`config.mk`:
```
export PLATFORM = sky130hd
export DESIGN_NAME = div_unit
export DESIGN_NICKNAME = d
export VERILOG_FILES = /design/src/rtl/div_unit_pkg.sv /design/src/rtl/div_unit_step.sv /design/src/rtl/div_unit.sv
export SDC_FILE = /design/constraint.sdc
export NUM_CORES = 1
export LEC_CHECK = 0
export BUFFER_PORTS_ARGS = -buffer_cell sky130_fd_sc_hd__clkbuf_2
export CAP_MARGIN = 20
export CORE_UTILIZATION = 54
export CTS_CLUSTER_DIAMETER = 60
export CTS_CLUSTER_SIZE = 12
export DETAILED_ROUTE_END_ITERATION = 6
export HOLD_SLACK_MARGIN = 0.12
export PLACE_DENSITY_LB_ADDON = 0.2
export SLEW_MARGIN = 20
export SYNTH_ARGS = -nofsm -noshare
export SYNTH_HDL_FRONTEND = slang
export SYNTH_HIERARCHICAL = 1
export SYNTH_SLANG_ARGS = --single-unit
```
`constraint.sdc`:
```
create_clock -name clk -period 4.8 [get_ports clk]
set_input_delay 0.72 -clock clk [delete_from_list [all_inputs] [get_ports clk]]
set_output_delay 0.72 -clock clk [all_outputs]
set_load 0.005 [all_outputs]
```
`src/rtl/div_unit_pkg.sv`:
```
// Shared CPU definitions for the iterative divider: width default, FSM encoding,
// divide-by-zero quotient fill and the latched operand control payload.
package div_unit_pkg;

  localparam int unsigned DIV_WIDTH = 32;

  typedef enum logic [1:0] {
    ST_IDLE = 2'd0,
    ST_CALC = 2'd1,
    ST_DONE = 2'd2
  } div_state_e;

  // Quotient of a divide by zero is every bit set to this value.
  localparam logic DIV_ZERO_QUO_BIT = 1'b1;

  typedef struct packed {
    logic sgn;
    logic a_neg;
    logic b_neg;
    logic b_zero;
  } div_ctrl_t;

endpackage

```
`src/rtl/div_unit_step.sv`:
```
// One radix-2 restoring division iteration: shift {rem,quo} left, trial-subtract
// the divisor and keep the difference only when it does not borrow.
module div_step
  import div_unit_pkg::*;
#(
  parameter int unsigned WIDTH = DIV_WIDTH
) (
  input  logic [WIDTH-1:0] rem,
  input  logic [WIDTH-1:0] quo,
  input  logic [WIDTH-1:0] divisor,
  output logic [WIDTH-1:0] rem_c,
  output logic [WIDTH-1:0] quo_c
);

  logic [WIDTH:0] shifted;
  logic [WIDTH:0] diff;

  // Top bit of diff is the borrow: set means shifted < divisor, so restore.
  always_comb begin
    shifted = {rem, quo[WIDTH-1]};
    diff    = shifted - {1'b0, divisor};
    quo_c   = {quo[WIDTH-2:0], ~diff[WIDTH]};
    rem_c   = diff[WIDTH] ? shifted[WIDTH-1:0] : diff[WIDTH-1:0];
  end

endmodule

```
`src/rtl/div_unit.sv`:
```
// Multi-cycle signed/unsigned integer divider with fixed WIDTH+1 cycle latency,
// pipeline stall generation and annul/flush support.
module div_unit
  import div_unit_pkg::*;
#(
  parameter int unsigned WIDTH = DIV_WIDTH
) (
  input  logic             clk,
  input  logic             rst,
  input  logic             start,
  input  logic             is_signed,
  input  logic [WIDTH-1:0] a,
  input  logic [WIDTH-1:0] b,
  input  logic             annul,
  output logic             stall,
  output logic             busy,
  output logic             done,
  output logic [WIDTH-1:0] lo,
  output logic [WIDTH-1:0] hi
);

  localparam int unsigned CNT_W = $clog2(WIDTH + 1);

  div_state_e       state_q;
  div_state_e       state_d;
  logic [CNT_W-1:0] count_q;
  logic [WIDTH-1:0] rem_q;
  logic [WIDTH-1:0] quo_q;
  logic [WIDTH-1:0] divisor_q;
  div_ctrl_t        ctrl_q;

  logic             accept_c;
  logic             last_iter_c;
  logic             finish_c;
  logic             a_neg_c;
  logic             b_neg_c;
  logic [WIDTH-1:0] a_mag_c;
  logic [WIDTH-1:0] b_mag_c;
  logic [WIDTH-1:0] rem_c;
  logic [WIDTH-1:0] quo_c;
  logic             quo_neg_c;
  logic             rem_neg_c;
  logic [WIDTH-1:0] lo_c;
  logic [WIDTH-1:0] hi_c;

  assign accept_c    = (state_q == ST_IDLE) && start && !annul;
  assign last_iter_c = (count_q == CNT_W'(WIDTH - 1));
  assign finish_c    = (state_q == ST_CALC) && (state_d == ST_DONE);

  // State register.
  always_ff @(posedge clk) begin
    if (!rst) state_q <= ST_IDLE;
    else      state_q <= state_d;
  end

  // Next-state logic; annul pulls any active divide back to idle.
  always_comb begin
    state_d = state_q;
    case (state_q)
      ST_IDLE: if (accept_c) state_d = ST_CALC;
      ST_CALC: begin
        if (annul)            state_d = ST_IDLE;
        else if (last_iter_c) state_d = ST_DONE;
      end
      ST_DONE: state_d = ST_IDLE;
      default: state_d = ST_IDLE;
    endcase
  end

  // Stall drops in DONE so the consuming instruction advances with the result.
  always_comb begin
    stall = 1'b0;
    busy  = 1'b0;
    case (state_q)
      ST_IDLE: stall = start & ~annul;
      ST_CALC: begin
        stall = 1'b1;
        busy  = 1'b1;
      end
      ST_DONE: busy = 1'b1;
      default: begin
        stall = 1'b0;
        busy  = 1'b0;
      end
    endcase
  end

  assign a_neg_c = is_signed & a[WIDTH-1];
  assign b_neg_c = is_signed & b[WIDTH-1];
  assign a_mag_c = a_neg_c ? (~a + WIDTH'(1)) : a;
  assign b_mag_c = b_neg_c ? (~b + WIDTH'(1)) : b;

  div_step #(
    .WIDTH(WIDTH)
  ) u_step (
    .rem    (rem_q),
    .quo    (quo_q),
    .divisor(divisor_q),
    .rem_c  (rem_c),
    .quo_c  (quo_c)
  );

  // Iteration datapath: load magnitudes on accept, step once per CALC cycle.
  always_ff @(posedge clk) begin
    if (!rst) begin
      count_q   <= '0;
      rem_q     <= '0;
      quo_q     <= '0;
      divisor_q <= '0;
      ctrl_q    <= '0;
    end else if (accept_c) begin
      count_q   <= '0;
      rem_q     <= '0;
      quo_q     <= a_mag_c;
      divisor_q <= b_mag_c;
      ctrl_q    <= '{sgn: is_signed, a_neg: a_neg_c, b_neg: b_neg_c, b_zero: (b == '0)};
    end else if (state_q == ST_CALC) begin
      count_q <= count_q + CNT_W'(1);
      rem_q   <= rem_c;
      quo_q   <= quo_c;
    end
  end

  // Sign fix-up applied to the final iteration's outputs.
  always_comb begin
    quo_neg_c = ctrl_q.sgn & (ctrl_q.a_neg ^ ctrl_q.b_neg);
    rem_neg_c = ctrl_q.sgn & ctrl_q.a_neg;
    hi_c      = rem_neg_c ? (~rem_c + WIDTH'(1)) : rem_c;
    if (ctrl_q.b_zero) lo_c = {WIDTH{DIV_ZERO_QUO_BIT}};
    else               lo_c = quo_neg_c ? (~quo_c + WIDTH'(1)) : quo_c;
  end

  // Results and done pulse are captured only on the CALC to DONE transition.
  always_ff @(posedge clk) begin
    if (!rst) begin
      lo   <= '0;
      hi   <= '0;
      done <= 1'b0;
    end else begin
      done <= finish_c;
      if (finish_c) begin
        lo <= lo_c;
        hi <= hi_c;
      end
    end
  end

endmodule
```
==> impl_results.md <==
* Final estimated routing congestion in global placement at 0.946
* DRT Pass-1 Iters at 5
* WL/cell at 17.9 um
* FMAX at 217 MHz
* Starting Density at 55.0%
* Setup WS post-layout at 0.190 ns
* R2r setup slk at 0.19 ns
* Crit path max-delay family: simple AND/OR/NAND/NOR gates
* Setup violators final at 0
* Max Clock Skew at 0.0103 ns
* Post-Route WL at 31.8 mm
* Syn nets at 1,534
* Final design utilization at 61.5%
* EDFF count, synth at 0
* H-tree Lvls at 4
* Mean Syn Cell Area at 8.12 um2
* Clock sinks at 173
* CP required at 5.10 ns
* Reg2Reg Depth at 19
* Reg-to-Reg End: hi[25]$_SDFFE_PN0P_
* Peak VDD IR at 289 uV
* Pint at 0.00351 W
* Sequential cell area fraction in the yosys report at 29.9%
* Status: finished, final reports clean
* Maxcap violations at 0
* Row cnt at 53
* Placeable Area at 0.0210 mm2
* Ant. Diodes at 0
* CTS tree: done
* Worst setup EP type: flop
* Distinct cells, synth at 88
* Detailed-placement wirelength estimate at 23.2 mm
* Area growth syn-to-layout at 11.8%
* Drc violations at 0
* I/O Pins at 136
* CTS Buf Count at 17
* Hold path depth at 2
* DRT iter0 DRCs at 800
* Hold Crit Start: divisor_q[0]$_SDFFE_PN0P_
* WP buf/inv at 3
* Hold endpoint: divisor_q[0]$_SDFFE_PN0P_
* Post-synth ARST share at 0%
* Vias in the first global route at 9,548
* GRT Resource Usage Total at 28.6%
* Comb pwr share at 49.1%
* Sw frac at 40.4%
* Tot Pwr at 0.00589 W
* Root buffer cell: clkbuf_16
* Mapped Cells at 1,425
* Clk pwr share at 24.2%
* Sw power at 0.00238 W
* Max Slew Vio Count at 0
* Post-Syn Area at 0.0116 mm2
* Clock buffer depth at 2
* Crit Path Class: flop to flop
* Port Buf Inserts at 135
* Pin count of the biggest net entering global routing at 67
* R2R Path Start: quo_q[31]$_SDFFE_PN0P_
* Critical Path Fanout Max at 7
* GRT overflow at 0
* Global-route wire length before repair at 50.3 mm
* Worst hold path type: flop to flop
* Die X at 148 um
* Die height at 148 um
* Worst-margin pin slew at 0.953 ns
* Final nets at 1,600
* Initial antenna violation count at 0
* Final hold viol count at 0
* Fin Hold WS at 0.461 ns
* Worst path arrival time at 4.91 ns
* TNS Setup at 0 ns
* Clock-pin slew on the worst setup and hold paths at 0.07 ns
* CP Cell Sequence: inv_1, ha_1, fa_1, and2b_1, o2111ai_1, a21oi_2, o2111ai_2, a211oi_2, nor2_2, mux2i_1, and2_4, inv_4, buf_4, mux2_4, or4_4, or3_1, o31ai_2, xor2_1, a21oi_1
* Critical path's largest stage delay at 0.56 ns
* Max-slew headroom at 36.3%
* Pre-CTS WS at 0.0686 ns
* CP max stage cell: or4_4
* Share of cells above drive strength 1 at 17.0%
* Die Area at 0.0220 mm2
* Synthesis warning total at 6
* Vias per Instance at 6.04
* Minimum clock period at 4.61 ns
* Commonest non-fill, non-tap cell in the layout: dfxtp_1
* Pwr/cell area at 456 mW/mm2
* Main synth FF type: dfxtp_1
* DR vias at 10,700
* Yosys reg bits at 173
* Clock latency on the worst-skew pair at 0.43 ns
* Final period util at 96.1%
* Leak pwr at 4.98 nW
* Worst setup SP type: flop
* ANT nets after route at 0
* Sequential Power Share at 26.7%
* Most frequent cells in the layout: 173 x dfxtp_1, 146 x nor2_1, 135 x clkbuf_2
-- flip-flops by register name, summed over array words and instances, names as in the netlist --
| signal | flops |
|---|---|
| count_q | 6 |
| state_q | 2 |
| quo_q | 32 |
| divisor_q | 32 |
| done | 1 |
| rem_q | 32 |
| ctrl_q | 4 |
| lo | 32 |
| hi | 32 |
-- layer usage --
metal | wire length, um | up-vias | part of all wire (%) | GRT usage (%)
li1 | - | 5279 | - | -
met1 | 15900 | 5037 | 50 | 43.9
met2 | 13100 | 400 | 41 | 40.5
met3 | 2470 | 33 | 7.8 | 5.28
met4 | 383 | 0 | 1.2 | 7.11
met5 | 0 | - | 0 | 0
-- cell families (layout without fill, tap and decap cells) --
family	Yosys count	in the layout	synth area share, %
adder cells (fa/ha/maj)	40	40	4.39
AO/OA/AOI/OAI	398	398	21.9
multiplexers	101	101	9.64
buffers and inverters	178	257	7.01
flip-flops	173	173	29.9
XOR/XNOR	126	126	9.54
AND/OR/NAND/NOR	409	409	17.6
-- final cells by class --
type,count,area (um2)
multi-input cells,1074,7390
fillers,1881,8090
repair buffers,168,927
well taps,275,344
inverters,57,216
clock buffers,21,460
flip-flops and latches,173,3460
clock inverters,11,131
-- through the flow --
stage,area (um2),std cells
after floorplan,11600,1425
after detailed placement,12200,1746
after CTS,12800,1778
after global routing,12900,1779
after global placement,12200,1746
final,12900,1779
-- Yosys cell counts (17+ instances only) --
cell type / instances / area [um2]
dfxtp_1: 173 / 3460
nor2_1: 146 / 548
a21oi_1: 105 / 526
o21ai_0: 91 / 455
mux2i_1: 75 / 751
clkbuf_1: 72 / 270
nand2_1: 68 / 255
xnor2_1: 68 / 596
xor2_1: 58 / 508
inv_1: 55 / 206
ha_1: 39 / 488
a211oi_1: 35 / 263
buf_4: 31 / 233
nand3_1: 31 / 155
a31oi_1: 30 / 188
nor3_1: 29 / 145
nor4_1: 27 / 169
o31ai_1: 22 / 165
mux2_4: 19 / 285
or3_1: 19 / 119
a21o_1: 18 / 135
nand4_1: 17 / 106
-- power groups by stage --
stage,clock [W],sequential [W],combinational [W]
4_1_cts,0.00144,0.00157,0.00270
2_1_floorplan,0,0.00156,0.00196
6_report,0.00142,0.00158,0.00289
5_1_grt,0.00150,0.00158,0.00311
3_3_place_gp,0,0.00160,0.00264
3_5_place_dp,0,0.00160,0.00268
-- how the worst max path moves through the flow --
stage                          endpoint                    from  slack, ns  cells after the start
floorplan           hi[29]$_SDFFE_PN0P_  quo_q[31]$_SDFFE_PN0P_       0.20                     19
global placement    hi[29]$_SDFFE_PN0P_  quo_q[31]$_SDFFE_PN0P_       0.11                     19
detailed placement  hi[29]$_SDFFE_PN0P_  quo_q[31]$_SDFFE_PN0P_       0.07                     19
CTS                 hi[29]$_SDFFE_PN0P_  quo_q[31]$_SDFFE_PN0P_      0.007                     19
global route        hi[21]$_SDFFE_PN0P_  quo_q[31]$_SDFFE_PN0P_      -0.03                     20
finish              hi[25]$_SDFFE_PN0P_  quo_q[31]$_SDFFE_PN0P_       0.19                     19
-- repair_timing --
action                                  in CTS  in global routing
setup buffers                                0                  1
hold buffers                                 0                  0
resized for setup                            0                 15
endpoints found under the setup margin       0                 31
-- tightest hold or removal path, stage by stage, from the launching register on --
cell and delay, ns:
dfxtp_1 0.31, nand2_1 0.05, a21oi_1 0.05
No activity file was read; power rests on OpenSTA's default activity.
